--- src/rtl/bitwise_op_identifier.sv ---
// Receiver-side checker for the NOT/AND/OR/XOR/XNOR op unit: evaluates one op per
// clock against a captured (x, y, r) triple and reports which ops reproduce r.
module bitwise_op_identifier #(
  parameter int WIDTH = 4,
  parameter int CNT_W = 8
) (
  input  logic             clk,
  input  logic             rst,
  input  logic             in_valid,
  output logic             in_ready,
  input  logic [WIDTH-1:0] x,
  input  logic [WIDTH-1:0] y,
  input  logic [WIDTH-1:0] r,
  output logic             out_valid,
  input  logic             out_ready,
  output logic [4:0]       op_match,
  output logic [2:0]       op_id,
  output logic [2:0]       match_count,
  output logic             none_flag,
  output logic [CNT_W-1:0] err_cnt
);

  typedef enum logic [1:0] {IDLE, EVAL, RESP} state_t;

  localparam logic [CNT_W-1:0] ERR_MAX = {CNT_W{1'b1}};

  state_t           state;
  logic [2:0]       idx;
  logic [4:0]       mask;
  logic [WIDTH-1:0] x_reg, y_reg, r_reg;

  logic [WIDTH-1:0] op_res;
  logic [4:0]       mask_next;
  logic [2:0]       id_next;
  logic [2:0]       cnt_next;

  // NOTE: every always_comb output gets a default first so no path can infer a latch.
  always_comb begin
    op_res = ~(x_reg ^ y_reg);
    case (idx)
      3'd0:    op_res = ~x_reg;
      3'd1:    op_res = x_reg & y_reg;
      3'd2:    op_res = x_reg | y_reg;
      3'd3:    op_res = x_reg ^ y_reg;
      default: op_res = ~(x_reg ^ y_reg);
    endcase
  end

  assign mask_next = mask | (5'(op_res == r_reg) << idx);

  // Lowest set index (descending scan so the lowest wins) and popcount of the final mask.
  always_comb begin
    id_next  = 3'd7;
    cnt_next = 3'd0;
    for (int k = 4; k >= 0; k--) begin
      if (mask_next[k]) id_next = 3'(k);
      cnt_next = cnt_next + 3'(mask_next[k]);
    end
  end

  assign in_ready  = (state == IDLE);
  assign out_valid = (state == RESP);

  // NOTE: operand registers carry no reset; they are always loaded on accept before
  // being read, and keeping them out of the reset branch avoids a reset-gated enable.
  always_ff @(posedge clk) begin
    if (state == IDLE && in_valid) begin
      x_reg <= x;
      y_reg <= y;
      r_reg <= r;
    end
  end

  // NOTE: sequential state uses non-blocking assignments only, so every register
  // samples pre-edge values regardless of statement order.
  always_ff @(posedge clk) begin
    if (rst) begin
      state       <= IDLE;
      idx         <= 3'd0;
      mask        <= 5'd0;
      op_match    <= 5'd0;
      op_id       <= 3'd7;
      match_count <= 3'd0;
      none_flag   <= 1'b0;
      err_cnt     <= '0;
    end else begin
      case (state)
        IDLE: begin
          if (in_valid) begin
            mask  <= 5'd0;
            idx   <= 3'd0;
            state <= EVAL;
          end
        end
        EVAL: begin
          mask <= mask_next;
          idx  <= idx + 3'd1;
          if (idx == 3'd4) begin
            op_match    <= mask_next;
            op_id       <= id_next;
            match_count <= cnt_next;
            none_flag   <= (mask_next == 5'd0);
            if (mask_next == 5'd0 && err_cnt != ERR_MAX) err_cnt <= err_cnt + 1'b1;
            state <= RESP;
          end
        end
        RESP: begin
          if (out_ready) state <= IDLE;
        end
        default: state <= IDLE;
      endcase
    end
  end

endmodule

--- config.mk ---
export PLATFORM = sky130hd
export DESIGN_NAME = bitwise_op_identifier
export DESIGN_NICKNAME = d
export VERILOG_FILES = /design/src/rtl/bitwise_op_identifier.sv
export SDC_FILE = /design/constraint.sdc
export NUM_CORES = 1
export LEC_CHECK = 0
export CORE_MARGIN = 4
export CORE_UTILIZATION = 52
export CTS_CLUSTER_SIZE = 8
export DETAILED_ROUTE_END_ITERATION = 8
export PLACE_DENSITY = 0.77
export SYNTH_ARGS = -nofsm -noshare
export SYNTH_HDL_FRONTEND = slang
export SYNTH_SLANG_ARGS = --single-unit
--- constraint.sdc ---
create_clock -name clk -period 4.17 [get_ports clk]
set_clock_uncertainty 0.15 [all_clocks]
set_input_delay 0.6255 -clock clk [delete_from_list [all_inputs] [get_ports clk]]
set_output_delay 0.6255 -clock clk [all_outputs]
set_load 0.03 [all_outputs]
## Word-level counts from Yosys, hierarchy flattened

Cells that the tools add are included.

| cells by class | value |
|---|---|
| shifts and indexed selects | 1 |
| reductions and logical operators | 10 |
| equality and inequality tests | 11 |
| add/sub/neg operators | 6 |
| bitwise operators | 6 |
| multiplexer cells | 14 |

Operators by type and width:

| kind | count |
|---|---|
| $pmux 4 s4 | 1 |
| $mux 3 | 5 |
| $pmux 5 s2 | 1 |
| $add 8x1->8 const B | 1 |
| $mux 2 | 4 |
| $ne 8x8->1 const B | 1 |
| $not 4->4 | 2 |
| $add 3x1->3 | 2 |
| $eq 3x2->1 const B | 2 |
| $pmux 2 s3 | 1 |
| $pmux 3 s2 | 1 |
| $reduce_and 3->1 | 2 |
| $logic_not 5->1 | 1 |
| $mux 5 | 1 |
| $or 5x5->5 | 1 |
| $shl 1x3->5 | 1 |
| $and 4x4->4 | 1 |
| $eq 4x4->1 | 1 |
| $ne 2x2->1 const B | 2 |
| $or 4x4->4 | 1 |
| $reduce_and 2->1 | 2 |
| $xor 4x4->4 | 1 |
| $add 2x1->3 | 1 |
| $add 3x1->3 const B | 1 |
| 10 further kinds | 11 |

| word-level totals | value |
|---|---|
| output and inout bits | 22 |
| bits of input ports | 16 |
| logic and storage cells | 59 |
| bits in registers | 42 |

## Logic depth before layout (Yosys ltp)

| depth | value |
|---|---|
| word-level depth | 11 |
| depth in mapped cells | 18 |
| gate-level depth less buffers | 16 |

## Worst setup path before layout

No wires, ideal clock.

| path | value |
|---|---|
| kind | flip-flop to flip-flop |
| start | register idx[1] |
| end | register match_count[1] |
| stages on the path, launching flop included | 17 |
| data arrival time | 3414 ps |
| path buffers | 0 |
| setup time | 132 ps |
| clock period less this slack | 3696 ps |
| required time | 3888 ps |
| path slack | 474 ps |
| cells stage by stage | dfxtp_1 inv_1 ha_1 nor3_2 o21a_4 o31ai_2 xnor2_1 or4_4 nor3_4 a21o_1 fa_1 inv_1 fa_1 inv_1 ha_1 nand2_1 a21oi_1 |

| between the ends | value |
|---|---|
| word-level cells in the longest chain between the ends | 9 |
| elaborated cells between the ends (all ways) | 14 |
| those cells by class | 4 x add/sub; 5 x eq/ne; 1 x shift; 1 x mux; 1 x bitwise; 2 x reduce/logical |

RTL lines:

| element | RTL line | RTL |
|---|---|---|
| start: declaration | 28 | `logic [2:0] idx;` |
| start signal: assignment | 97 | `idx <= idx + 3'd1;` |
| $eq 3x2->1 (tied with other cells) | 40 | `case (idx)` |
| $pmux 4 s4 | 40 |  |
| $eq 4x4->1 | 49 | `assign mask_next = mask \| (5'(op_res == r_reg) << idx);` |
| $shl 1x3->5 (*) | 49 |  |
| $or 5x5->5 (*) | 49 |  |
| $add 1x1->2 | 57 | `cnt_next = cnt_next + 3'(mask_next[k]);` |
| $add 2x1->3 | 57 |  |
| $add 3x1->3 | 57 |  |
| $add 3x1->3 (*) | 57 |  |
| net cnt_next[1] | 35 | `logic [2:0] cnt_next;` |
| end signal: assignment | 101 | `match_count <= cnt_next;` |
| end: declaration | 18 | `output logic [2:0] match_count,` |

Mark *: on every way through the listed nets, which the timed path passes. The rest lies on a longest branch.
A chain may end at the register's enable or synchronous reset.

## Worst setup path in the final report

Ends and elaborated chain as after synthesis.

==> flow_summary.toml <==
[global_routing]
antenna_found_initial = 0
use_met3_pct = 4.13
grt-ovfl-total = 0
use_met1_pct = 26.4
met2_usage_pct = 30.4
first_global_vias = 1730
grt_max_degree = 33
groute.usage.overall_pct = 19.6
grt_pass1_wl_mm = 7.99
grt_busiest_layer = "met2"

[clock_network]
clk_latency_ps = 290
clock_path_buffers = 2
clkTransAtPathRegs_ps = 80
cts_max_level = 2
cts-root-buf = "clkbuf_8"
hold_buffers = 0
numCtsBuffers = 5
cts_sinks = 42
cts_tree = "yes"

[floorplanning]
rows = 23
die_h_um = 72.7
core-area_sq_um = 4030
die_x_um = 72.7
ioPinCount = 38
initial_core_util_pct = 53.9
die_area_sq_um = 5280

[timing]
max_freq_mhz = 251
period_share_pct = 95.5
setup_viol = 0
worstMarginPinSlew_ps = 1110
drv_slew = 0
period_minus_slack_ps = 3980
finalSetupTns_ps = 0
max_slew_margin_pct = 26.0
layout_setup_ws_ps = 190
hold_viol = 0

[logic_synthesis]
synthesis.area_sq_um = 2170
yosysWarnings = 0
avgSynthCellArea_sq_um = 9.62
syn-instance-count = 226
yosysUniqueCellTypes = 44
synth_nets = 259
ys_seq_area_share_pct = 44.2
ys_ff_latch = 42

[power_and_ir_drop]
p_leak_nw = 1.05
power_density_nw_per_um2 = 291
total_power_mw = 0.794
vdd_drop_max_mv = 0.173

[worst_setup_path]
worstSetupPathType = "reg2reg"
crit_path_end_kind = "flop"
cp.required_ps = 4150
crit_path_start_kind = "flop"
crit_fanout = 8
rr_worst_depth = 16
reg2reg_to = "match_count[1]$_SDFFE_PP0P_"
r2r_slack_ps = 190
startpoint = "idx[1]$_SDFFE_PP0P_"
worstPathArrival_ps = 3960
timing.rr.start = "idx[1]$_SDFFE_PP0P_"

[cells_and_area]
largest_reg_flops = 8
fin_cells = 317
syn_to_final_growth_pct = 25.6
regMostFlops = "err_cnt"
nets = 299
design_area_sq_um = 2730
diodes = 0
layout-drive-gt1-share_pct = 9.74
top_regs = "err_cnt (8), mask (5), op_match (5)"

[drt]
drtAntennaViolNets = 0
vias = 1801
drc = 0
routed_wl_mm = 4.85
drt_iter0_drc = 187
avgViaCountPerCell = 5.68
drt-wirelength-per-cell_um = 15.3
firstDrtPassIters = 5

[placed_design]
gp_congestion = 0.839
place_inst = 308
io_buffer_count = 37
place_hpwl_mm = 3.46
dpl_cell_area_sq_um = 2600
dp_slack_ps = 31.6

[worst_hold_path]
worst_hold_path_type = "reg2reg"
worstHoldPathCells = 2
min_to = "match_count[2]$_SDFFE_PP0P_"
min_from = "match_count[2]$_SDFFE_PP0P_"

[run_status]
status = "complete, no violations"

[job]
drv_cap = 0
==> kinds of logic after synthesis <==
kind of cell	count (synthesis)	synth area share, %
flops	42	44.2
buf+inv	28	5.07
fa+ha+maj	17	10.5
compound gates	59	19.6
xor+xnor	5	2.01
simple gates	73	17.7
mux	2	0.921
==> how the worst max path moves through the flow <==
stage / end / slack (ps) / cells after the start
after detailed placement: match_count[1]$_SDFFE_PP0P_ / 30 / 16
final: match_count[1]$_SDFFE_PP0P_ / 190 / 16
after global placement: match_count[1]$_SDFFE_PP0P_ / 260 / 16
after CTS: match_count[1]$_SDFFE_PP0P_ / 40 / 16
after global routing: match_count[1]$_SDFFE_PP0P_ / -20 / 16
after floorplan: match_count[1]$_SDFFE_PP0P_ / 470 / 16
==> Yosys cell counts (all sizes together) <==
master   n  area share [%]
dfxtp   30              28
nor2    24             4.1
a21oi   20             4.6
inv     19             3.3
ha      15             8.6
nand2   14             2.4
edfxtp  12              17
nand3    6             1.6
nor3     6             2.1
a211oi   5             1.7
clkbuf   5            0.86
nand2b   5             1.4
o31ai    5             2.2
a22o     4             1.6
a32oi    4             1.6
buf      4            0.92
o211ai   4             1.4
o21ai    4            0.92
or2b     4             1.4
or3      4             1.2
xnor2    4             1.6
a21o     3             1.0
nor2b    3            0.86
o21a     3             1.4
a22oi    2            0.69
and3     2            0.58
fa       2             1.8
mux2i    2            0.92
or4      2            0.86
a2111o   1            0.52
a311oi   1            0.40
a32o     1            0.46
and4b    1            0.46
nor3b    1            0.35
nor4     1            0.29
o21bai   1            0.35
o41ai    1            0.75
xor2     1            0.40
==> metrics by stage <==
step	hold WS (ps)	util [%]
after floorplan	330	-
after global placement	297	64.5
after detailed placement	302	64.5
after CTS	314	66.5
after global routing	336	67.7
final	310	67.7
==> final cells by class <==
| type | instances | area, sq um |
|---|---|---|
| Sequential cell | 42 | 966 |
| Inverter | 19 | 71.3 |
| Fill cell | 330 | 1300 |
| Tap cell | 50 | 62.6 |
| Clock inverter | 2 | 8.76 |
| Clock buffer | 6 | 72.6 |
| Timing Repair Buffer | 42 | 408 |
| Multi-Input combinational cell | 156 | 1140 |
==> placed cells by master, fill, tap and decap left out, types with 3 or more instances in the layout <==
master and instances:
a22o_1 4, a21oi_1 20, edfxtp_1 12, nand2_1 14, nor2_1 24, inv_1 18, dfxtp_1 28, ha_1 13
or2b_1 4, o21ai_0 4, a211oi_1 5, clkbuf_8 5, nand3_1 5, o211ai_1 4, or3_1 4, nand2b_1 5
a21o_1 3, buf_4 5, nor3_1 4, a32oi_1 4, clkdlybuf4s50_1 37, xnor2_1 4
==> power breakdown <==
group	switching [mW]	internal (mW)
registers	0.00738	0.429
logic	0.0547	0.0509
clock network	0.137	0.115
==> routing by layer <==
layer,vias up,part of all wire [%]
met3,9,6.1
met1,858,43
met2,58,48
met5,-,0
li1,876,-
met4,0,2.1
==> worst max-delay path: stages, from the launching register on <==
cell     delay [ps]
dfxtp_4         390
inv_1           120
ha_1            250
nor2b_2         190
a22o_1          240
o31ai_4         210
xnor2_1         130
or4_4           550
nor3_4          300
a21o_1          200
fa_1            420
inv_1            80
fa_1            160
inv_1            50
ha_1            270
nand2_1          60
a21oi_1          60
==> repair_timing <==
item / in CTS / in global routing
setup buffers: 0 / 1
gates resized for setup: 0 / 11
endpoints found under the setup margin: 0 / 3
(Power assumes the default switching activity.)
